File: src/rtl/program_loader_pkg.sv
// Constants and state encoding shared by the program loader, the instruction RAM and the CPU.
package program_loader_pkg;

  localparam int ADDR_W = 4;
  localparam int INST_W = 16;
  localparam int DEPTH  = 16;

  typedef enum logic [2:0] {
    S_IDLE,
    S_LEN,
    S_HI,
    S_LO,
    S_WRITE,
    S_CHK,
    S_DONE,
    S_ERR
  } state_t;

  // States in which a stream byte may be consumed.
  function automatic logic takes_byte(input state_t s);
    return (s == S_LEN) || (s == S_HI) || (s == S_LO) || (s == S_CHK);
  endfunction

  function automatic logic holds_cpu(input state_t s);
    return !((s == S_IDLE) || (s == S_DONE));
  endfunction

endpackage

File: src/rtl/program_loader.sv
// Loads a framed byte stream (LEN, hi/lo word pairs, XOR checksum) into the instruction RAM,
// holding the CPU until the image is complete and its checksum verified.
module program_loader
  import program_loader_pkg::*;
(
  input  logic              i_clk,
  input  logic              i_rst,
  input  logic              i_start,
  input  logic [7:0]        i_byte_in,
  input  logic              i_byte_valid,
  output logic              o_byte_ready,
  output logic              o_wr_en,
  output logic [ADDR_W-1:0] o_wr_addr,
  output logic [INST_W-1:0] o_wr_data,
  output logic              o_cpu_hold,
  output logic              o_load_done,
  output logic              o_load_err,
  output logic [ADDR_W:0]   o_word_count,
  output state_t            o_state
);

  state_t              r_state;
  logic                r_byte_ready;
  logic                r_wr_en;
  logic [ADDR_W-1:0]   r_wr_addr;
  logic [INST_W-1:0]   r_wr_data;
  logic                r_cpu_hold;
  logic                r_load_done;
  logic                r_load_err;
  logic [ADDR_W:0]     r_word_count;
  logic [ADDR_W:0]     r_len;
  logic [7:0]          r_chk;

  state_t              w_next;
  logic                w_xfer;
  logic                w_len_bad;
  logic                w_chk_ok;
  logic                w_can_start;
  logic [ADDR_W:0]     w_count_inc;
  logic                w_more_words;

  // Handshake: a byte moves on a rising edge where i_byte_valid and o_byte_ready are both
  // high; o_byte_ready is registered from the next state, so it never depends on i_byte_valid.
  assign w_xfer       = i_byte_valid & r_byte_ready;
  assign w_len_bad    = (i_byte_in == 8'd0) || (i_byte_in > 8'(DEPTH));
  assign w_chk_ok     = (r_chk == i_byte_in);
  assign w_can_start  = (r_state == S_IDLE) || (r_state == S_DONE) || (r_state == S_ERR);
  assign w_count_inc  = r_word_count + (ADDR_W+1)'(1);
  assign w_more_words = (w_count_inc < r_len);

  always_comb begin
    w_next = r_state;
    case (r_state)
      S_IDLE, S_DONE, S_ERR: if (i_start) w_next = S_LEN;
      S_LEN:   if (w_xfer) w_next = w_len_bad ? S_ERR : S_HI;
      S_HI:    if (w_xfer) w_next = S_LO;
      S_LO:    if (w_xfer) w_next = S_WRITE;
      S_WRITE: w_next = w_more_words ? S_HI : S_CHK;
      S_CHK:   if (w_xfer) w_next = w_chk_ok ? S_DONE : S_ERR;
      default: w_next = S_IDLE;
    endcase
  end

  always_ff @(posedge i_clk) begin
    if (i_rst) begin
      r_state      <= S_IDLE;
      r_byte_ready <= 1'b0;
      r_wr_en      <= 1'b0;
      r_wr_addr    <= '0;
      r_wr_data    <= '0;
      r_cpu_hold   <= 1'b0;
      r_load_done  <= 1'b0;
      r_load_err   <= 1'b0;
      r_word_count <= '0;
      r_len        <= '0;
      r_chk        <= '0;
    end else begin
      r_state      <= w_next;
      r_byte_ready <= takes_byte(w_next);
      r_cpu_hold   <= holds_cpu(w_next);
      r_wr_en      <= (w_next == S_WRITE);
      r_load_done  <= (r_state == S_CHK) && (w_next == S_DONE);
      case (r_state)
        S_IDLE, S_DONE, S_ERR: begin
          if (i_start && w_can_start) begin
            r_load_err   <= 1'b0;
            r_word_count <= '0;
            r_chk        <= '0;
            r_wr_addr    <= '0;
          end
        end
        S_LEN: begin
          if (w_xfer) begin
            r_len <= i_byte_in[ADDR_W:0];
            if (w_len_bad) r_load_err <= 1'b1;
          end
        end
        S_HI: begin
          if (w_xfer) begin
            r_wr_data[15:8] <= i_byte_in;
            r_chk           <= r_chk ^ i_byte_in;
          end
        end
        S_LO: begin
          if (w_xfer) begin
            r_wr_data[7:0] <= i_byte_in;
            r_chk          <= r_chk ^ i_byte_in;
          end
        end
        S_WRITE: begin
          // The address after the last legal word wraps to 0; it is never used for a write.
          r_wr_addr    <= r_wr_addr + ADDR_W'(1);
          r_word_count <= w_count_inc;
        end
        S_CHK: begin
          if (w_xfer && !w_chk_ok) r_load_err <= 1'b1;
        end
        default: ;
      endcase
    end
  end

  assign o_byte_ready = r_byte_ready;
  assign o_wr_en      = r_wr_en;
  assign o_wr_addr    = r_wr_addr;
  assign o_wr_data    = r_wr_data;
  assign o_cpu_hold   = r_cpu_hold;
  assign o_load_done  = r_load_done;
  assign o_load_err   = r_load_err;
  assign o_word_count = r_word_count;
  assign o_state      = r_state;

endmodule

File: config.mk
export PLATFORM = sky130hd
export DESIGN_NAME = program_loader
export DESIGN_NICKNAME = d
export VERILOG_FILES = /design/src/rtl/program_loader_pkg.sv /design/src/rtl/program_loader.sv
export SDC_FILE = /design/constraint.sdc
export NUM_CORES = 1
export LEC_CHECK = 0
export ABC_CLOCK_PERIOD_IN_PS = 3200
export CORE_UTILIZATION = 49
export CTS_CLUSTER_SIZE = 24
export DETAILED_ROUTE_END_ITERATION = 7
export PLACE_DENSITY_LB_ADDON = 0.25
export SLEW_MARGIN = 30
export SYNTH_ARGS = -nofsm -noshare
export SYNTH_HDL_FRONTEND = slang
export SYNTH_SLANG_ARGS = --single-unit
File: constraint.sdc
create_clock -name i_clk -period 3.2 [get_ports i_clk]
set_input_delay 0.32 -clock i_clk [delete_from_list [all_inputs] [get_ports i_clk]]
set_output_delay 0.32 -clock i_clk [all_outputs]
set_load 0.005 [all_outputs]
### Yosys cells after proc, flatten, opt, wreduce, memory -nomap -nowiden

Index checks and enable logic that the tools add are counted.

| word-level totals | value |
|---|---|
| register bits | 46 |
| logic and storage cells | 84 |

| cells by class | value |
|---|---|
| add/subtract/negate cells | 2 |
| $lt $le $gt $ge | 2 |
| equality and inequality tests | 19 |
| muxes and demuxes | 21 |
| bitwise operators | 2 |
| reduce and logical (&&, ||, !) cells | 26 |

Operator list:

| kind | count |
|---|---|
| == test 3 bit, second input constant | 7 |
| 2-to-1 mux 3 bit | 7 |
| one-hot mux 3 bit (6 select lines) | 1 |
| 2-to-1 mux 8 bit | 2 |
| one-hot mux 8 bit (2 select lines) | 1 |
| == test 3 x 2 -> 1 bit, second input constant | 4 |
| one-hot mux 5 bit (2 select lines) | 1 |
| == test 8 bit | 1 |
| > comparator 8 x 5 -> 1 bit, second input constant | 1 |
| logical NOT 8 bit | 1 |
| one-hot mux 4 bit (2 select lines) | 1 |
| AND reduction 2 bit | 4 |
| XOR 8 bit | 1 |
| logical OR 1 bit | 7 |
| == test 3 x 1 -> 1 bit, second input constant | 2 |
| logical NOT 3 bit | 2 |
| inequality test 2 bit, second input constant | 3 |
| adder 5 x 1 -> 5 bit, second input constant | 1 |
| less-than comparator 5 bit | 1 |
| 2-to-1 mux 1 bit | 5 |
| 2-to-1 mux 5 bit | 1 |
| AND reduction 5 bit | 1 |
| adder 4 x 1 -> 4 bit, second input constant | 1 |
| 2-to-1 mux 4 bit | 1 |
| other kinds (10) | 15 |

### Logic depth before layout (Yosys ltp)

| depth | value |
|---|---|
| depth after elaboration | 9 |
| gate-level depth with buffers | 10 |
| depth with buffers taken out | 10 |

### Worst setup path after synthesis

Ideal clock, no wire load.

| path | value |
|---|---|
| kind | flip-flop to flip-flop |
| start | register r_word_count[0], in the netlist o_word_count[0] |
| end | register r_load_done, in the netlist o_load_done |
| library setup time | 0.117 ns |
| data arrival time | 2.172 ns |
| required time | 3.083 ns |
| slack | 0.911 ns |
| cell stages (with the launch flop) | 11 |
| period minus slack after synthesis | 2.289 ns |
| path through | dfxtp_1 -> ha_1 -> nand3_1 -> xnor2_1 -> ha_1 -> and2_1 -> o21ai_0 -> o21ai_0 -> a221oi_2 -> nor2_1 -> and4b_1 |

| on the way | value |
|---|---|
| cells in the longest elaborated chain, start to end | 6 |

Ends and longest elaborated chain:

| what | RTL line | text |
|---|---|---|
| start: declaration | program_loader.sv:30 | `logic [ADDR_W:0] r_word_count;` |
| start signal: assignment | program_loader.sv:113 | `r_word_count <= w_count_inc;` |
| adder 5 x 1 -> 5 bit | program_loader.sv:48 | `assign w_count_inc = r_word_count + (ADDR_W+1)'(1);` |
| less-than comparator 5 bit | program_loader.sv:49 | `assign w_more_words = (w_count_inc < r_len);` |
| 2-to-1 mux 3 bit | program_loader.sv:58 | `S_WRITE: w_next = w_more_words ? S_HI : S_CHK;` |
| one-hot mux 3 bit (6 select lines) | program_loader.sv:53 | `case (r_state)` |
| == test 3 bit | program_loader.sv:82 | `r_load_done <= (r_state == S_CHK) && (w_next == S_DONE);` |
| logical AND 1 bit | program_loader.sv:82 |  |
| end signal: assignment | program_loader.sv:82 |  |
| end: declaration | program_loader.sv:28 | `logic r_load_done;` |

Every way passes these cells.
A chain may end at the register's enable or synchronous reset.

### Final worst setup path

Ends and elaborated chain as after synthesis.

==> results.sh <==
export IMPL_outcome="finished, violations left"
export IMPL_violations="DRC"
export IMPL_cellLeakagePower_nw=1.01
export IMPL_worst_slew_margin_rel_pct=66.9
export IMPL_post_cts_setup_buffer_count=0
export IMPL_portBuffers=44
export IMPL_dominant_combinational_cell_family_by_area_after_synthesis="simple AND/OR/NAND/NOR gates"
export IMPL_postRouteAntennaNets=0
export IMPL_largest_net_degree_at_the_start_of_global_routing=33
export IMPL_initial_core_util_pct=52.3
export IMPL_drt_first_pass_iters=7
export IMPL_power_w=0.00120
export IMPL_cts_inserted_buffers=5
export IMPL_routed_wirelength_um=4970
export IMPL_count_of_hold_fix_buffers_inserted_at_cts=0
export IMPL_routed_wire_length_per_instance_um=13.9
export IMPL_die_width_um=71.1
export IMPL_synth_edf_count=0
export IMPL_fin_crit_ps=2540
export IMPL_post_synth_inst_count=259
export IMPL_clkTransAtPathRegs_ps=80
export IMPL_core_area_sq_um=4470
export IMPL_yosys_synthesis_warning_count=0
export IMPL_grt_first_pass_wirelength_um=8220
export IMPL_worst_hold_path_class="reg -> reg"
export IMPL_antenna_found_initial=0
export IMPL_yosys_register_bits=46
export IMPL_layout_cells_non_filler=356
export IMPL_mux_cell_area_share_after_synthesis_pct=8.97
export IMPL_grt_use_total_pct=21.0
export IMPL_timing_hold_violations_final=0
export IMPL_die_area_sq_um=5060
export IMPL_cts_tree="built"
export IMPL_timing_hold_ws_ps=454
export IMPL_highest_net_fanout_along_the_worst_path=6
export IMPL_cell_chain_of_the_critical_path="ha_1, nand3_1, xnor2_1, ha_1, and2_1, o21ai_0, o21ai_0, a221oi_2, nor2_1, and4b_1"
export IMPL_clock_skew_ps=11.7
export IMPL_synthFlopType="sky130_fd_sc_hd__dfxtp_1"
export IMPL_floorplan_rows=24
export IMPL_chipHeight_um=71.1
export IMPL_clock_tree_buffer_depth=2
export IMPL_clk_latency_ps=300
export IMPL_synth_compound_area_share_pct=14.5
export IMPL_via_count_of_the_first_global_routing_pass=1751
export IMPL_grt_setup_unrepaired="false"
export IMPL_layout_drive_gt1_share_pct=10.5
export IMPL_syn_num_nets=278
export IMPL_timing_critical_path_required_ps=3390
export IMPL_vdd_ir_drop_max_v=0.000310
export IMPL_post_synth_fa_ha_maj_area_fraction_pct=3.74
export IMPL_syn_area_sq_um=2340
export IMPL_crit_slowest_cell="sky130_fd_sc_hd__dfxtp_1"
export IMPL_clkSinkCount=46
export IMPL_final_min_period_over_clock_period_pct=79.3
export IMPL_maxSlewViolCount=0
export IMPL_global_route_overflow_total=0
export IMPL_cts_htree_levels=2
export IMPL_post_drt_via_cell_ratio=5.43
export IMPL_syn2layout_area_growth_pct=25.0
export IMPL_fillCellCount=376
export IMPL_cap_viol_max_count=0
export IMPL_synthesis_area_per_instance_sq_um=9.04
export IMPL_cp_arrival_ps=2720
export IMPL_yosysUniqueCellTypes=50
export IMPL_start_kind="flop"
export IMPL_io_pins=45
export IMPL_timing_critical_path_to_type="flop"
export IMPL_ctsRootBufferMaster="sky130_fd_sc_hd__clkbuf_8"
export IMPL_dr_total_vias=1932
export IMPL_power_density_nw_per_um2=409
export IMPL_post_dp_hpwl_um=3470
export IMPL_gpl_final_weighted_congestion=0.862
export IMPL_post_synth_xor_area_fraction_pct=5.24
export IMPL_fin_nets=323
export IMPL_worst_pin_slew_ps=495
export IMPL_final_setup_tns_ps=0
export IMPL_postSynth_asyncResetShare_pct=0
export IMPL_remaining_drc_errors=7
export IMPL_dp_cells=349
export IMPL_drt_first_iter_violations=119
export IMPL_post_synth_and_or_nand_nor_area_fraction_pct=23.1
export IMPL_timing_final_setup_violations=0
export IMPL_timing_fmax_ghz=0.394
export IMPL_ctsResizeCount=0
export IMPL_critPathMaxStageDelay_ps=430
export IMPL_finish_utilization_pct=65.4
export IMPL_seq_area_frac_synth_pct=39.3
export IMPL_antenna_cells=0
export IMPL_critical_path_class="reg -> reg"
synthesized netlist by cell type, types with 4 or more instances:
| cell | number | area [sq um] |
|---|---|---|
| sky130_fd_sc_hd__o21ai_0 | 15 | 75.1 |
| sky130_fd_sc_hd__dfxtp_1 | 46 | 921 |
| sky130_fd_sc_hd__nor2_1 | 39 | 146 |
| sky130_fd_sc_hd__xnor2_1 | 11 | 96.3 |
| sky130_fd_sc_hd__a21oi_1 | 19 | 95.1 |
| sky130_fd_sc_hd__nand2_1 | 16 | 60.1 |
| sky130_fd_sc_hd__nand3_1 | 9 | 45.0 |
| sky130_fd_sc_hd__clkbuf_1 | 4 | 15.0 |
| sky130_fd_sc_hd__buf_4 | 4 | 30.0 |
| sky130_fd_sc_hd__inv_1 | 6 | 22.5 |
| sky130_fd_sc_hd__ha_1 | 7 | 87.6 |
| sky130_fd_sc_hd__nand3b_1 | 9 | 67.6 |
| sky130_fd_sc_hd__mux2i_1 | 21 | 210 |
final cells by class:
| type | instances | area [sq um] | area share (%) |
|---|---|---|---|
| tap | 52 | 65.1 | 2.22 |
| timing repair buffer | 52 | 500 | 17.1 |
| sequential | 46 | 921 | 31.5 |
| clock inverter | 1 | 30.0 | 1.03 |
| clock buffer | 6 | 82.6 | 2.82 |
| multi-input combinational | 192 | 1300 | 44.5 |
| inverter | 7 | 26.3 | 0.897 |
logic make-up after synthesis:
logic type | Yosys count
DFF | 46
muxes | 21
buffers and inverters | 21
xor gates and xnor gates | 14
AOI/OAI and AO/OA | 50
and+or+nand+nor | 100
adders and majority gates | 7
worst max-delay path, delay by kind of cell (launching register included):
kind            cells  cell delay, ps
flops               1             430
compound gates      3             620
simple gates        4             600
xor+xnor            1             200
fa+ha+maj           2             570
sequential cells by signal, summed over array words and instances, names as in the netlist:
| signal | flops |
|---|---|
| o_byte_ready | 1 |
| o_wr_addr | 4 |
| o_load_done | 1 |
| o_word_count | 5 |
| o_load_err | 1 |
| o_wr_en | 1 |
| r_len | 5 |
| o_wr_data | 16 |
| r_chk | 8 |
| o_cpu_hold | 1 |
| o_state | 3 |
routing by layer:
| metal | global-route usage (%) | up-vias | part of all wire (%) |
|---|---|---|---|
| met4 | 8.89 | 0 | 2.0 |
| met2 | 34.0 | 60 | 45 |
| met1 | 26.4 | 875 | 48 |
| met3 | 5.41 | 12 | 4.2 |
| met5 | 0 | - | 0 |
| li1 | - | 985 | - |
stage by stage:
| stage | worst slack [ps] | instance area (sq um) |
|---|---|---|
| 2_1_floorplan | 911 | 2340 |
| 3_3_place_gp | 634 | 2820 |
| 3_5_place_dp | 589 | 2820 |
| 4_1_cts | 666 | 2930 |
| 5_1_grt | 422 | 2930 |
| 6_report | 662 | 2930 |
path summary, 6_finish.rpt:
kind / start / to / slack (ps) / depth (start not counted)
max: o_word_count[0] / o_load_done / 660 / 10
min: o_load_err / o_load_err / 450 / 2
max reg2reg: o_word_count[0] / o_load_done / 660 / 10
min reg2reg: o_load_err / o_load_err / 450 / 2
cells in the final DEF, fill, tap and decap left out, types with 2 or more instances in the layout:
| cell | count |
|---|---|
| sky130_fd_sc_hd__nand3b_1 | 9 |
| sky130_fd_sc_hd__clkdlybuf4s50_1 | 44 |
| sky130_fd_sc_hd__mux2i_1 | 21 |
| sky130_fd_sc_hd__nor2b_1 | 2 |
| sky130_fd_sc_hd__a21oi_1 | 19 |
| sky130_fd_sc_hd__nor2_1 | 39 |
| sky130_fd_sc_hd__nand2_1 | 16 |
| sky130_fd_sc_hd__a21oi_2 | 2 |
| sky130_fd_sc_hd__xnor2_1 | 11 |
| sky130_fd_sc_hd__ha_1 | 7 |
| sky130_fd_sc_hd__and2_1 | 3 |
| sky130_fd_sc_hd__dfxtp_1 | 46 |
| sky130_fd_sc_hd__or2_2 | 2 |
| sky130_fd_sc_hd__o21ai_0 | 15 |
| sky130_fd_sc_hd__nand3_1 | 9 |
| sky130_fd_sc_hd__inv_1 | 6 |
| sky130_fd_sc_hd__a31oi_1 | 2 |
| sky130_fd_sc_hd__nand4_1 | 3 |
| sky130_fd_sc_hd__xor2_1 | 3 |
| sky130_fd_sc_hd__clkbuf_8 | 6 |
| sky130_fd_sc_hd__nor3_1 | 2 |
| sky130_fd_sc_hd__a211oi_1 | 2 |
| sky130_fd_sc_hd__nor2_4 | 2 |
| sky130_fd_sc_hd__buf_4 | 8 |
power breakdown:
group	switching, W	internal (W)	leakage [nW]
registers	0.0000136	0.000584	0.372
logic	0.0000896	0.0000731	0.577
clock network	0.000187	0.000250	0.0573
No activity file was read; power rests on OpenSTA's default activity.
==> variant 1 (same settings) <==
Change the package constant `INST_W` from 16 to 32.
--- a/src/rtl/program_loader_pkg.sv
+++ b/src/rtl/program_loader_pkg.sv
@@ -2,7 +2,7 @@
 package program_loader_pkg;
 
   localparam int ADDR_W = 4;
-  localparam int INST_W = 16;
+  localparam int INST_W = 32;
   localparam int DEPTH  = 16;
 
   typedef enum logic [2:0] {
Ports: changed (resized o_wr_data); port bits go from 45 to 61. The function was not compared with the original's and may differ.
==> variant 1 against the original RTL <==
Power decreased by 5.6%; die area increased by 5.1%; cell area increased by 1.3%; via count increased by 1.8%; worst setup slack got worse by 70 ps; first-iteration DRC count increased by 10%; routed wire length increased by 4.5%; sequential cell count unchanged; area after synthesis increased by 5.3%; critical path type unchanged.
==> variant 1: results (changes against the original RTL) <==
| Metric | Value |
|---|---|
| Final period utilization | 81.5% (+2.2 points) |
| Non-clock buffer share | 16.1% (-0.98 points) |
| 1st-iter DRT viols | 131 (+10%) |
| Gp weighted congestion | 0.793 (-8.0%) |
| Max VDD drop | 0.000255 V (-18%) |
| Skew final | 6.37 ps (-5.35 ps) |
| Dpl ws | 622 ps (+32.4 ps) |
| Xor and xnor fraction of the mapped netlist area | 4.97% (-0.26 points) |
| Reg2reg setup slack | 590 ps (-70 ps) |
| Adder-cell area share of the yosys netlist | 3.55% (-0.19 points) |
| Nonclk buf count | 49 (-5.8%) |
| Via count | 1967 (+1.8%) |
| Hold slack final | 460 ps (+6.07 ps) |
| DRT Pass-1 Iters | 4 (-3) |
| Leakage power | 1.03 nW (+2.7%) |
| First-pass GRT wire length | 8.82 mm (+7.3%) |
| Nets | 336 (+4.0%) |
| FF+latch count | 46 (unchanged) |
| GRT Util Overall | 21.7% (+0.72 points) |
| Met2 wire len | 2.49 mm (+10%) |
| Synth cell types | 51 (+2.0%) |
| Largest net degree at the start of global routing | 45 (+36%) |
| DP HPWL | 3.65 mm (+5.3%) |
| Met3 GRT Util | 4.83% (-0.58 points) |
| M1 GR Usage | 27.7% (+1.3 points) |
| Vias in the first global route | 1817 (+3.8%) |
| Status | finished clean |
| Clock Network Area Fraction | 3.21% (-0.64 points) |
| Largest cells by area after synthesis | dfxtp_1, mux2i_1, buf_4, nor2_1, xnor2_1 |
| Routed wl met3 | 200 µm (-5.2%) |
| Sequential area share after synthesis | 37.3% (-2.0 points) |
| WL met1 | 2.44 mm (+1.8%) |
| Mean Syn Cell Area | 8.94 µm² (-1.2%) |
| Post-synth top cells | dfxtp_1, nor2_1, mux2i_1 |
| Slew margin rel. | 49.7% (-17 points) |
| Multi-input combinational area share | 45.9% (+1.4 points) |
| Pwr Density | 381 nW/µm² (-6.8%) |
| Placed Cells | 377 (+8.0%) |
| DP Area | 2870 µm² (+2.0%) |
==> variant 1: cell count changes in the layout (fill, tap and decap cells not counted), sizes merged <==
cell / before / now
clkinvlp: 0 / 1
bufinv: 1 / 0
clkinv: 1 / 2
conb: 0 / 16
buf: 8 / 5
==> variant 1: kinds of logic (layout without fill, tap and decap cells) <==
kind of cell               Yosys count  after routing
AOI/OAI and AO/OA                   50             50
muxes                               21             21
other                                1             16
adders and majority gates            7              7
DFF                                 46             46
buffers and inverters               37             64
xor gates and xnor gates            14             14
and+or+nand+nor                    100            100
==> variant 1: where the power goes <==
group / total, mW / switching, mW / leakage (nW) / internal (mW)
Clock: 0.370 / 0.196 / 0.0472 / 0.174
Sequential: 0.601 / 0.0164 / 0.372 / 0.584
Combinational: 0.160 / 0.0906 / 0.614 / 0.0695
Total: 1.13 / 0.303 / 1.03 / 0.828
==> variant 2 (same flow settings) <==
Made on the original files. Make the reset (`i_rst`) asynchronous in one clocked block.
--- a/src/rtl/program_loader.sv
+++ b/src/rtl/program_loader.sv
@@ -61,7 +61,7 @@
     endcase
   end
 
-  always_ff @(posedge i_clk) begin
+  always_ff @(posedge i_clk or posedge i_rst) begin
     if (i_rst) begin
       r_state      <= S_IDLE;
       r_byte_ready <= 1'b0;
Check against the original RTL: differs if i_rst is asserted again (counterexample within 4 cycles, from zero or initial values and one cycle with i_rst high); with i_rst held inactive, the same outputs for 10 cycles.
==> variant 2 against the original RTL <==
Cell area grew 2.9%; sequential cell count is the same; routed wire length grew 1.6%; area after synthesis grew 2.7%; critical path depth is the same; highest routed layer unchanged; hold slack gained 22 ps; worst setup slack gained 34 ps; critical endpoint is now o_load_done.
Power is not compared: it rests on default switching activity, and its combinational part moved more than twofold at a synthesized area within 25%.
==> variant 2: results (changes against the original RTL) <==
| Metric | Value |
|---|---|
| Status | finished clean |
| DRT Pass-1 Iters | 4 (-3) |
| 1st-iter DRT viols | 132 (+11%) |
| Reg2reg setup slack | 700 ps (+30 ps) |
| First-pass GRT wire length | 8.80 mm (+7.1%) |
| Reg2reg start | o_word_count[0] |
| GRT Util Overall | 22.1% (+1.1 points) |
| DP HPWL | 3.63 mm (+4.7%) |
| Largest cells by area after synthesis | dfrtp_1, mux2_2, o21ai_0, ha_1, nand2_1 |
| Largest net degree at the start of global routing | 47 (+42%) |
| Slew @ Worst Pin | 784 ps (+289 ps) |
| Skew final | 3.09 ps (-8.63 ps) |
| Synth cell types | 48 (-4.0%) |
| Post-Route WL | 5.05 mm (+1.6%) |
| Layout cell share with drive strength beyond 1 | 13.4% (+2.8 points) |
| Via count | 1941 (+0.47%) |
| Dpl ws | 712 ps (+123 ps) |
| RR Endpoint | o_load_done |
| Post-synth top cells | dfrtp_1, o21ai_0, nand2_1 |
| Fill cell count | 393 (+4.5%) |
| Clk pin slew, worst setup/hold paths | 80 ps (about the same) |
| Sequential area share after synthesis | 47.9% (+8.6 points) |
| HP Class | in2async |
| DP Area | 2930 µm² (+4.1%) |
| Hold slack final | 476 ps (+21.5 ps) |
| Gp weighted congestion | 0.904 (+4.9%) |
| Crit path DAT | 2700 ps (-20 ps) |
| Nets | 297 (-8.0%) |
## variant 2: changes by cell type in the layout (fill, tap and decap cells not counted), sizes merged, moves of 6 or more
cell,before,now
dfrtp,0,46
dfxtp,46,0
nor2,41,7
mux2i,21,2
mux2,0,17
a21oi,21,7
xnor2,11,2
nand3b,9,1
o21ai,16,24
inv,6,13
nand2b,1,8
o2bb2ai,1,7
## variant 2: cell type report
type | count | area, µm² | area share, %
timing repair buffer | 47 | 463 | 15.4
multi-input combinational | 164 | 1180 | 39.1
clock buffer | 6 | 82.6 | 2.74
tap | 67 | 83.8 | 2.78
sequential | 46 | 1150 | 38.2
inverter | 14 | 53.8 | 1.78
## variant 2: worst max-delay path by stage
stage	endpoint	slack, ps	start
4_1_cts	o_load_done	690	o_word_count[0]
5_1_grt	o_load_done	510	o_word_count[0]
2_1_floorplan	o_load_done	910	o_word_count[0]
6_report	o_load_done	700	o_word_count[0]
3_5_place_dp	o_load_done	710	o_word_count[0]
3_3_place_gp	o_load_done	810	o_word_count[0]
## variant 2: per-layer routing
layer  track usage (%)  wire, µm
met1              28.1      2310
met2              36.8      2470
met3              4.44       177
met4              9.59        85
met5                 0         0
## variant 2: kinds of logic after synthesis
group,Yosys count,share of synthesized area (%)
fa+ha+maj,8,4.06
xor+xnor,5,1.82
buf+inv,18,3.07
flops,46,47.9
simple gates,69,16.4
mux,19,8.79
compound gates,63,18.0
## variant 2: worst max-delay path, cell delays in order (launching register included)
cell	delay (ps)
dfrtp_1	420
ha_1	250
nand3_1	110
xnor2_1	220
ha_1	290
and2_1	200
a211o_1	290
o31a_1	250
o22ai_2	180
inv_2	90
nor4_4	130
## variant 2: stage by stage
| step | total power, mW | util (%) | std cells |
|---|---|---|---|
| 2_1_floorplan | 1.75 | - | 228 |
| 3_3_place_gp | 2.25 | 62.0 | 338 |
| 3_5_place_dp | 2.28 | 62.0 | 338 |
| 4_1_cts | 2.63 | 63.8 | 344 |
| 5_1_grt | 2.82 | 63.8 | 344 |
| 6_report | 2.61 | 63.8 | 344 |
## variant 2: power by group
| group | internal [mW] | switching [mW] | total [mW] |
|---|---|---|---|
| combinational | 0.682 | 0.581 | 1.26 |
| clock | 0.167 | 0.181 | 0.348 |
| sequential | 0.823 | 0.179 | 1.00 |
| total | 1.67 | 0.941 | 2.61 |
